### config.mk
export PLATFORM = sky130hd
export DESIGN_NAME = march_sequencer
export DESIGN_NICKNAME = d
export VERILOG_FILES = /design/src/rtl/march_sequencer_pkg.sv /design/src/rtl/march_addr_counter.sv /design/src/rtl/march_sequencer.sv
export SDC_FILE = /design/constraint.sdc
export NUM_CORES = 1
export LEC_CHECK = 0
export CORE_UTILIZATION = 51
export CTS_CLUSTER_DIAMETER = 40
export CTS_CLUSTER_SIZE = 25
export DETAILED_ROUTE_END_ITERATION = 10
export PLACE_DENSITY = 0.86
export SLEW_MARGIN = 20
export SYNTH_ARGS = -nofsm -noshare
export SYNTH_HDL_FRONTEND = slang
export SYNTH_HIERARCHICAL = 1
export SYNTH_SLANG_ARGS = --single-unit
### constraint.sdc
create_clock -name clk -period 4.9 [get_ports clk]
set_clock_uncertainty 0.05 [all_clocks]
set_input_delay 0.735 -clock clk [delete_from_list [all_inputs] [get_ports clk]]
set_output_delay 0.735 -clock clk [all_outputs]
set_load 0.01 [all_outputs]
### src/rtl/march_sequencer_pkg.sv
// Shared types and defaults for the march program sequencer.
// The state encoding is the 3-bit register image that the FSM and any debug tap use.
package march_sequencer_pkg;

  localparam int SEQ_AW = 8;
  localparam int SEQ_PW = 4;
  localparam int SEQ_NW = 2;

  typedef enum logic [2:0] {
    ST_IDLE  = 3'd0,
    ST_FETCH = 3'd1,
    ST_LOAD  = 3'd2,
    ST_RUN   = 3'd3,
    ST_DONE  = 3'd4
  } seq_state_e;

  // An element closes the program if it is flagged last or sits in the top ROM slot.
  function automatic logic program_ends(input logic last_flag, input logic pm_at_max);
    return last_flag | pm_at_max;
  endfunction

endpackage

### src/rtl/march_addr_counter.sv
// Up/down memory address counter for one march element.
// Loads to the direction's start address, steps on enable, and flags the terminal address.
module march_addr_counter
  import march_sequencer_pkg::*;
#(
  parameter int AW = SEQ_AW
) (
  input  logic          clk,
  input  logic          rst,
  input  logic          load,
  input  logic          step,
  input  logic          up,
  output logic [AW-1:0] addr,
  output logic          at_end
);

  localparam logic [AW-1:0] ADDR_MAX  = {AW{1'b1}};
  localparam logic [AW-1:0] ADDR_ZERO = {AW{1'b0}};
  localparam logic [AW-1:0] ADDR_ONE  = {{(AW-1){1'b0}}, 1'b1};

  logic [AW-1:0] addr_r;

  assign addr = addr_r;

  // Terminal compare is taken before any step so the counter never wraps.
  always_comb begin
    at_end = 1'b0;
    if (up) begin
      at_end = (addr_r == ADDR_MAX);
    end else begin
      at_end = (addr_r == ADDR_ZERO);
    end
  end

  // Address register: load has priority over step.
  always_ff @(posedge clk) begin
    if (!rst) begin
      addr_r <= ADDR_ZERO;
    end else if (load) begin
      addr_r <= up ? ADDR_ZERO : ADDR_MAX;
    end else if (step) begin
      addr_r <= up ? (addr_r + ADDR_ONE) : (addr_r - ADDR_ONE);
    end else begin
      addr_r <= addr_r;
    end
  end

endmodule

### src/rtl/march_sequencer.sv
// Walks a march program from a synchronous ROM, loading each element into the IR
// and issuing (nops+1) op slots per memory address in the element's direction.
module march_sequencer
  import march_sequencer_pkg::*;
#(
  parameter int AW = SEQ_AW,
  parameter int PW = SEQ_PW,
  parameter int NW = SEQ_NW
) (
  input  logic          clk,
  input  logic          rst,
  input  logic          start,
  output logic [PW-1:0] pm_addr,
  input  logic          pm_updwn,
  input  logic [NW-1:0] pm_nops,
  input  logic          pm_last,
  output logic          ir_hold,
  output logic [AW-1:0] mem_addr,
  output logic [NW-1:0] op_idx,
  output logic          op_valid,
  output logic          busy,
  output logic          done
);

  localparam logic [PW-1:0] PM_MAX  = {PW{1'b1}};
  localparam logic [PW-1:0] PM_ZERO = {PW{1'b0}};
  localparam logic [PW-1:0] PM_ONE  = {{(PW-1){1'b0}}, 1'b1};
  localparam logic [NW-1:0] OP_ZERO = {NW{1'b0}};
  localparam logic [NW-1:0] OP_ONE  = {{(NW-1){1'b0}}, 1'b1};

  seq_state_e    state_r;
  logic          updwn_r;
  logic [NW-1:0] nops_r;
  logic          last_r;

  logic          at_end_s;
  logic          cnt_load_s;
  logic          cnt_step_s;
  logic          cnt_dir_s;
  logic          slot_last_s;

  assign slot_last_s = (op_idx == nops_r);

  // Counter control: LOAD takes direction straight from the ROM since it is not latched yet.
  always_comb begin
    cnt_load_s = 1'b0;
    cnt_step_s = 1'b0;
    cnt_dir_s  = updwn_r;
    if (state_r == ST_LOAD) begin
      cnt_load_s = 1'b1;
      cnt_dir_s  = pm_updwn;
    end else if ((state_r == ST_RUN) && slot_last_s && !at_end_s) begin
      cnt_step_s = 1'b1;
    end else begin
      cnt_load_s = 1'b0;
      cnt_step_s = 1'b0;
    end
  end

  march_addr_counter #(
    .AW(AW)
  ) u_addr_counter (
    .clk    (clk),
    .rst    (rst),
    .load   (cnt_load_s),
    .step   (cnt_step_s),
    .up     (cnt_dir_s),
    .addr   (mem_addr),
    .at_end (at_end_s)
  );

  // Sequencer FSM; each output is registered with the value belonging to the next state.
  always_ff @(posedge clk) begin
    if (!rst) begin
      state_r  <= ST_IDLE;
      pm_addr  <= PM_ZERO;
      op_idx   <= OP_ZERO;
      updwn_r  <= 1'b0;
      nops_r   <= OP_ZERO;
      last_r   <= 1'b0;
      ir_hold  <= 1'b1;
      op_valid <= 1'b0;
      busy     <= 1'b0;
      done     <= 1'b0;
    end else begin
      ir_hold  <= 1'b1;
      op_valid <= 1'b0;
      done     <= 1'b0;
      case (state_r)
        ST_IDLE: begin
          if (start) begin
            state_r <= ST_FETCH;
            pm_addr <= PM_ZERO;
            busy    <= 1'b1;
          end else begin
            state_r <= ST_IDLE;
            busy    <= 1'b0;
          end
        end
        ST_FETCH: begin
          state_r <= ST_LOAD;
          ir_hold <= 1'b0;
          busy    <= 1'b1;
        end
        ST_LOAD: begin
          updwn_r  <= pm_updwn;
          nops_r   <= pm_nops;
          last_r   <= pm_last;
          op_idx   <= OP_ZERO;
          state_r  <= ST_RUN;
          op_valid <= 1'b1;
          busy     <= 1'b1;
        end
        ST_RUN: begin
          busy <= 1'b1;
          if (!slot_last_s) begin
            op_idx   <= op_idx + OP_ONE;
            op_valid <= 1'b1;
            state_r  <= ST_RUN;
          end else begin
            op_idx <= OP_ZERO;
            if (!at_end_s) begin
              op_valid <= 1'b1;
              state_r  <= ST_RUN;
            end else if (program_ends(last_r, pm_addr == PM_MAX)) begin
              done    <= 1'b1;
              state_r <= ST_DONE;
            end else begin
              pm_addr <= pm_addr + PM_ONE;
              state_r <= ST_FETCH;
            end
          end
        end
        ST_DONE: begin
          state_r <= ST_IDLE;
          busy    <= 1'b0;
        end
        default: begin
          state_r <= ST_IDLE;
          busy    <= 1'b0;
        end
      endcase
    end
  end

endmodule

Word level (Yosys, flattened, before mapping)
Cells that the tools add are included.
{ "word_totals": {"register_bits": 25, "output_inout_bits": 18} }
{ "classes": {"addsub": 4, "eq_ne": 10, "n_mux": 28, "n_bitwise": 1, "n_reduce_logical": 11} }
{ "op_table": {"columns": ["op", "n"], "rows": [
  ["$mux W8", 4],
  ["$mux W4", 4],
  ["$pmux W3 S4", 1],
  ["$mux W1", 11],
  ["$mux W3", 3],
  ["$add A8 B1 Y8 const B", 1],
  ["$eq A8 B8 Y1 const B", 1],
  ["$logic_not A8 Y1", 1],
  ["$ne A2 B2 Y1 const B", 4],
  ["$pmux W4 S2", 1],
  ["$sub A8 B1 Y8 const B", 1],
  ["$eq A3 B2 Y1 const B", 2],
  ["$reduce_bool A2 Y1", 3],
  ["$reduce_and A5 Y1", 1],
  ["$add A4 B1 Y4 const B", 1],
  ["$eq A4 B4 Y1 const B", 1],
  ["$pmux W1 S2", 2],
  ["$pmux W2 S2", 1],
  ["$reduce_and A4 Y1", 1],
  ["$eq A3 B1 Y1 const B", 1],
  ["$logic_not A3 Y1", 1],
  ["$reduce_or A3 Y1", 1],
  ["$add A2 B1 Y2 const B", 1],
  ["$eq A2 B2 Y1", 1],
  ["other kinds (4)", 5]
]} }

Depth between registers and ports, before layout
Gate-level depths: netlist of the first run.
{ "depth": {"ltp_word": 9, "mapped_depth": 12, "depth_no_buf": 11} }

Hierarchy
The synthesis of the first run kept the hierarchy.
{ "by_module_without_submodules": {"columns": ["module", "n_inst", "cells_each", "area_each_um2", "seq_area_each_um2"], "rows": [
  ["march_sequencer", 1, 85, 818.3, 340.3],
  ["march_addr_counter", 1, 82, 664.4, 160.2]
]} }

Worst setup path after synthesis of the first run
No wires, ideal clock.
{ "synth_path": {"kind": "register -> register", "start": "register state_r[1]", "end": "register u_addr_counter.addr_r[4] (netlist: u_addr_counter/addr[4])", "arrival_ps": 2301, "path_slack_ps": 2434, "path_stages_with_launch": 11, "path_buffers": 0, "cell_sequence": "dfxtp_1 nand2b_2 nor2_4 mux2_4 inv_1 ha_1 a21o_1 a21oi_1 xor2_1 a21oi_1 o21a_1"} }
{ "synth_between": {"elab_cells_between_ends": 15} }
{ "synth_rtl": {"columns": ["item", "line", "rtl"], "rows": [
  ["start, declared", "march_sequencer.sv:31", "seq_state_e state_r;"],
  ["start signal, assigned", "march_sequencer.sv:75", "state_r <= ST_IDLE;"],
  ["start signal, assigned", "march_sequencer.sv:92", "state_r <= ST_FETCH;"],
  ["start signal, assigned", "march_sequencer.sv:96", "state_r <= ST_IDLE;"],
  ["$eq A3 B2 Y1 (*)", "march_sequencer.sv:49", "if (state_r == ST_LOAD) begin"],
  ["$mux W1 (*)", "march_sequencer.sv:49", null],
  ["via cnt_load_s", "march_sequencer.sv:37", "logic cnt_load_s;"],
  ["$mux W8 or $reduce_bool A2 Y1 (tied branches)", null, null],
  ["end signal, assigned", "march_addr_counter.sv:40", "addr_r <= up ? ADDR_ZERO : ADDR_MAX;"],
  ["end signal, assigned", "march_addr_counter.sv:42", "addr_r <= up ? (addr_r + ADDR_ONE) : (addr_r - ADDR_ONE);"],
  ["end signal, assigned", "march_addr_counter.sv:44", "addr_r <= addr_r;"],
  ["end, declared", "march_addr_counter.sv:21", "logic [AW-1:0] addr_r;"]
]} }
Mark *: on every way through the listed nets, which the timed path passes. The rest lies on a longest branch. The select of a mux whose other input is x is not followed.
A chain may end at the register's enable or synchronous reset.

Final worst setup path of the first run
{ "layout_path": {"start": "register state_r[1]", "end": "register u_addr_counter.addr_r[7] (netlist: u_addr_counter/addr[7])"} }
The elaborated chain is that of the path after synthesis.

==> results.cfg, run 1 <==
[die]
fp.dieArea_mm2 = 0.003127
coreArea_mm2 = 0.002758
start_util = 0.5377
dieHeight_um = 55.92
ios = 25
std_cell_rows = 19
fp.dieW_um = 55.92

[setup_path]
slowest_delay_ns = 0.81
r2r.worst_path.cells = 9
cp-endpoint = u_addr_counter/addr[7]$_SDFFE_PN0P_
critPathLaunchType = flip-flop
worst-setup-path-type = flip-flop to flip-flop
r2r_slack_ns = 1.76
slowest_stage = nor2_1
cp.required_ns = 5.12
worstPathMaxFanout = 16
worstSetupPathDepth = 9
rr_endpoint = u_addr_counter/addr[7]$_SDFFE_PN0P_
setup.worst_path.start = state_r[1]$_SDFF_PN0_
r2r-start = state_r[1]$_SDFF_PN0_
critical_path_arrival_ns = 3.36
cp_top_family = simple AND/OR/NAND/NOR gates
endpoint_kind = flip-flop
path_buf_inv = 0
path_cells = nand2b_2 > nor2_4 > mux2_4 > nand4_1 > o31ai_1 > nor2_1 > nor4b_1 > o221ai_1 > nand3_1

[power]
power.total_uw = 750.9
combinationalPowerShare = 0.500
power_frac_seq = 0.371
power_switching_uw = 316.2
powerDensity_mw_per_mm2 = 426.9
p_clk_frac = 0.129
vdd_drop_max_uv = 295.6
switching_share = 0.4210
internal_power_uw = 434.8
p_leak_uw = 0.0006313

[placement]
dpl_worst_slack_ns = 1.745
port_buffers = 24
dpl.hpwl_mm = 2.439
gp_congestion = 0.8899

[yosys]
ys_types = 55
synth-edff-count = 0
syn-cell-area_mm2 = 0.001483
yosysSeqAreaShare = 0.3376
synth_warnings = 6
synth_cells = 167
synthFlopType = dfxtp_1
synthArstFlopShare = 0
syn_nets = 182
synth-seq-cells = 25
avgSynthCellArea_um2 = 8.878

[clock_tree]
cts_root_buf = clkbuf_4
clockBufferDepth = 2
cts_buffers = 3
cts_max_level = 1
clock-sinks = 25
path_clk_slew_ns = 0.15
post-cts-setup-buffers = 0
worstSkewPairLatency_ns = 0.33
ctsHoldBuffers = 0
cts_tree = built
cts_resized = 0

[layout]
drive_gt1_frac = 0.07895
fin_util = 0.6379
final_cell_mix = 25 x dfxtp_1, 24 x clkdlybuf4s50_1, 15 x nand2_1
final_common_cell = dfxtp_1
synthToLayoutAreaGrowth_pct = 18.65
finalNetCount = 206
diodes = 0

[worst_hold_path]
hold_path.class = flip-flop to flip-flop
holdPathStages = 2

[global_route]
grt_max_degree = 23
grt_overflow = 0
grt_pass1_wl_mm = 5.871
first_global_vias = 1293
antenna_found_initial = 0
grt_usage = 0.2333

[sta]
rsz0062_at_grt = no
fin_tns_setup_ns = 0
max_slew.worst_pin.slew_ns = 1.030
hold_violations = 0
relSlewSlack = 0.3108
timing.fmax_ghz = 0.3183
setup_viol = 0
fin_ws_ns = 1.758
fin_crit_sh = 0.6412
min_period_ns = 3.142
slew_violations = 0

[routing]
post_drt_wl_per_cell_um = 15.05
ant_nets = 0
dr.pass1.iters = 5
wirelength_mm = 3.326
vias = 1362
drtIter0Drc = 44
drcViolationCount = 0
via_per_inst = 6.163

[run_status]
outcome = complete, no violations

[flow_run]
cap_violations = 0
-- layer usage --
layer | up-vias | GRT usage | wire (µm)
li1 | 658 | - | -
met1 | 625 | 0.3289 | 1464
met2 | 69 | 0.3701 | 1561
met3 | 10 | 0.02791 | 226
met4 | 0 | 0.08362 | 74
met5 | - | 0 | 0
-- metrics by stage --
step | cell area [µm²] | cells | hold slack (ns)
2_1_floorplan | 1483 | 167 | 0.4198
3_3_place_gp | 1729 | 217 | 0.4454
5_1_grt | 1759 | 221 | 0.4954
3_5_place_dp | 1729 | 217 | 0.4504
4_1_cts | 1759 | 221 | 0.4699
6_report | 1759 | 221 | 0.4656
-- flip-flops by register name, summed over array words and instances, names as in the netlist --
name / cells
op_idx: 2
u_addr_counter/addr: 8
pm_addr: 4
state_r: 3
busy: 1
ir_hold: 1
last_r: 1
updwn_r: 1
nops_r: 2
op_valid: 1
done: 1
-- how the worst min path moves through the flow --
stage	start	endpoint	slack, ns
3_5_place_dp	nops_r[1]$_SDFFE_PN0P_	nops_r[1]$_SDFFE_PN0P_	0.45
5_1_grt	nops_r[1]$_SDFFE_PN0P_	nops_r[1]$_SDFFE_PN0P_	0.50
3_3_place_gp	nops_r[1]$_SDFFE_PN0P_	nops_r[1]$_SDFFE_PN0P_	0.45
4_1_cts	nops_r[1]$_SDFFE_PN0P_	nops_r[1]$_SDFFE_PN0P_	0.47
2_1_floorplan	nops_r[1]$_SDFFE_PN0P_	nops_r[1]$_SDFFE_PN0P_	0.42
6_report	nops_r[1]$_SDFFE_PN0P_	nops_r[1]$_SDFFE_PN0P_	0.47
-- worst reg2reg max path, delay by kind of cell (launching register included) --
family           cells  cell delay [ns]
AO/OA/AOI/OAI        2             0.27
flip-flops           1             0.49
multiplexers         1             0.38
AND/OR/NAND/NOR      6             1.89
-- area by class of cell --
cell class	instances	area, µm²
fillers	238	998.5
multi-input cells	135	942.2
flip-flops and latches	25	500.5
repair buffers	24	240.2
well taps	31	38.79
clock buffers	3	22.52
clock inverters	1	7.507
inverters	2	7.507
-- power by group through the flow --
stage	logic (µW)	registers (µW)	clock network (µW)
after floorplan	257	280	0
final	375	279	96.9
after global placement	348	279	0
after detailed placement	364	282	0
after global routing	410	285	109
after CTS	371	277	99.2
-- cells in the mapped netlist, types with 3 or more instances --
cell type,number,area share
dfxtp_1,25,0.34
nand2_1,15,0.038
nor2_1,11,0.028
a21oi_1,10,0.034
o21ai_0,8,0.027
ha_1,7,0.059
nand3_1,7,0.024
a21boi_0,6,0.030
nor3_1,6,0.020
xnor2_1,5,0.030
nor2b_1,4,0.017
a21boi_1,3,0.015
and2_1,3,0.013
o21a_1,3,0.015
o31ai_1,3,0.015
-- kinds of logic (layout without fill, tap and decap cells) --
| kind of cell | count (synthesis) | after routing | share of synthesized area |
|---|---|---|---|
| xor+xnor | 7 | 7 | 0.04642 |
| compound gates | 51 | 51 | 0.2405 |
| flops | 25 | 25 | 0.3376 |
| fa+ha+maj | 8 | 8 | 0.07257 |
| mux | 3 | 3 | 0.02363 |
| simple gates | 66 | 66 | 0.2523 |
| buf+inv | 7 | 30 | 0.02701 |
No activity file was read; power rests on OpenSTA's default activity.
==> run 2, diff against run 1 <==
clock period = 3.1 ns   (was 4.9 ns; I/O delays follow)
==> run 2 against run 1 <==
Effect of this change: core utilization up 0.82 points; non-clock buffer count up 3; critical path depth up 1; combinational power up 61%; register-to-register slack worse by 1.4 ns; sequential share of layout area down 0.36 points; routed wire length down 0.69%; count of clock-buffer cells in the layout unchanged; via count down 0.73%; largest cell class unchanged.
==> results.cfg, run 2 (synthesized netlist as in run 1, its figures left out) <==
[routing]
ant_nets = 0
wl_met1_mm = 1.553
wirelength_mm = 3.303
wl_met2_mm = 1.551
drtIter0Drc = 62
drcViolationCount = 0
post_drt_wl_per_cell_um = 14.75
vias = 1352
dr.max_layer_used = met4
via_per_inst = 6.036
route.met3.wl_um = 181
dr.pass1.iters = 4

[clock_tree]
clock-sinks = 25
cts_max_level = 1
cts_buffers = 3
cts_root_buf = clkbuf_4
cts_tree = built
clockBufferDepth = 2
path_clk_slew_ns = 0.15
worstSkewPairLatency_ns = 0.32
post-cts-setup-buffers = 0
cts_resized = 0
ctsHoldBuffers = 0

[global_route]
grt_pass1_wl_mm = 5.471
grt_overflow = 0
grt_usage = 0.2173
grt_max_degree = 23
antenna_found_initial = 0
first_global_vias = 1231

[power]
vdd_drop_max_uv = 467.2
power_frac_seq = 0.369
internal_power_uw = 694.5
powerDensity_mw_per_mm2 = 672.1
p_clk_frac = 0.128
power_switching_uw = 502.9
combinationalPowerShare = 0.503
switching_share = 0.4200
p_leak_uw = 0.0006468

[die]
fp.dieW_um = 55.92
coreArea_mm2 = 0.002758
ios = 25
std_cell_rows = 19
dieHeight_um = 55.92
fp.dieArea_mm2 = 0.003127
start_util = 0.5377

[sta]
hold_violations = 0
fin_crit_sh = 0.8956
fin_tns_setup_ns = 0
slew_violations = 0
min_period_ns = 2.776
relSlewSlack = 0.6114
max_slew.worst_pin.slew_ns = 0.5807
setup_viol = 0
timing.fmax_ghz = 0.3602
rsz0062_at_grt = no
fin_hold_ws_ns = 0.4797

[layout]
drive_gt1_frac = 0.09326
multiInputGateArea_um2 = 942.2
final_cell_mix = 25 x dfxtp_1, 24 x clkdlybuf4s50_1, 15 x nand2_1
synthToLayoutAreaGrowth_pct = 20.17
final_cells = 224
num-fill-cells = 241
finalNetCount = 209
largest_register_ff_count = 8
finish.instance_area_mm2 = 0.001782
diodes = 0
fin_util = 0.6461
seqCellArea_um2 = 500.5
final_common_cell = dfxtp_1

[placement]
post_dp_cell_area_mm2 = 0.001752
placed_cells = 220
port_buffers = 24
gp_congestion = 0.8666
dpl.hpwl_mm = 2.411

[worst_hold_path]
hold_path.class = flip-flop to flip-flop
hp-start = op_idx[1]$_SDFFE_PN0N_
whs_endpoint = op_idx[1]$_SDFFE_PN0N_
holdPathStages = 2

[setup_path]
rr_endpoint = u_addr_counter/addr[4]$_SDFFE_PN0P_
path_cells = nand2b_2 > nor2_4 > mux2_4 > inv_1 > ha_1 > a21o_1 > a21oi_1 > xor2_1 > a21oi_1 > o21a_1
worst-setup-path-type = flip-flop to flip-flop
r2r.worst_path.cells = 10
r2r-start = state_r[1]$_SDFF_PN0_
r2r_slack_ns = 0.32
critical_path_arrival_ns = 2.96
worstPathMaxFanout = 9
slowest_stage = dfxtp_1
crit_top_cell = a21oi_1
endpoint_kind = flip-flop
critPathLaunchType = flip-flop
cp.required_ns = 3.28
slowest_delay_ns = 0.50

[run_status]
outcome = complete, no violations

[flow_run]
cap_violations = 0
==> run 2: per-stage QoR <==
step | power [µW] | setup slack, ns
floorplan | 849.8 | 0.6344
global placement | 999.3 | 0.3881
detailed placement | 1026 | 0.3453
CTS | 1183 | 0.3493
global route | 1274 | 0.1079
finish | 1197 | 0.3237
==> run 2: power groups by stage <==
stage               sequential [µW]  clock [µW]  combinational [µW]
floorplan                       443           0                 407
global placement                441           0                 559
detailed placement              446           0                 579
CTS                             439         154                 591
global route                    451         169                 654
finish                          442         153                 603
==> run 2: routing by layer <==
metal	track usage	up-vias
met5	0	-
met4	0.05575	0
met3	0.03256	2
met2	0.3373	45
met1	0.3176	640
li1	-	665
==> run 2: cell type report <==
type | instances | share of cell area
sequential | 25 | 0.2809
inverter | 2 | 0.004213
clock buffer | 3 | 0.01264
multi-input combinational | 135 | 0.5288
timing repair buffer | 27 | 0.1475
clock inverter | 1 | 0.004213
tap | 31 | 0.02177
==> run 2: worst max-delay path, delay by kind of cell (launching register included) <==
family,cells,cell delay [ns]
mux,1,0.34
xor+xnor,1,0.21
simple gates,2,0.31
fa+ha+maj,1,0.36
compound gates,4,0.63
flops,1,0.50
buf+inv,1,0.28
==> run 2: worst max-delay path by stage <==
stage                          start                             endpoint  slack [ns]  depth (start not counted)
2_1_floorplan  state_r[1]$_SDFF_PN0_  u_addr_counter/addr[4]$_SDFFE_PN0P_        0.63                         10
3_3_place_gp                pm_updwn  u_addr_counter/addr[4]$_SDFFE_PN0P_        0.39                          9
3_5_place_dp                pm_updwn  u_addr_counter/addr[4]$_SDFFE_PN0P_        0.35                          9
4_1_cts        state_r[1]$_SDFF_PN0_  u_addr_counter/addr[4]$_SDFFE_PN0P_        0.35                         10
5_1_grt        state_r[1]$_SDFF_PN0_  u_addr_counter/addr[4]$_SDFFE_PN0P_        0.11                         10
6_report       state_r[1]$_SDFF_PN0_  u_addr_counter/addr[4]$_SDFFE_PN0P_        0.32                         10
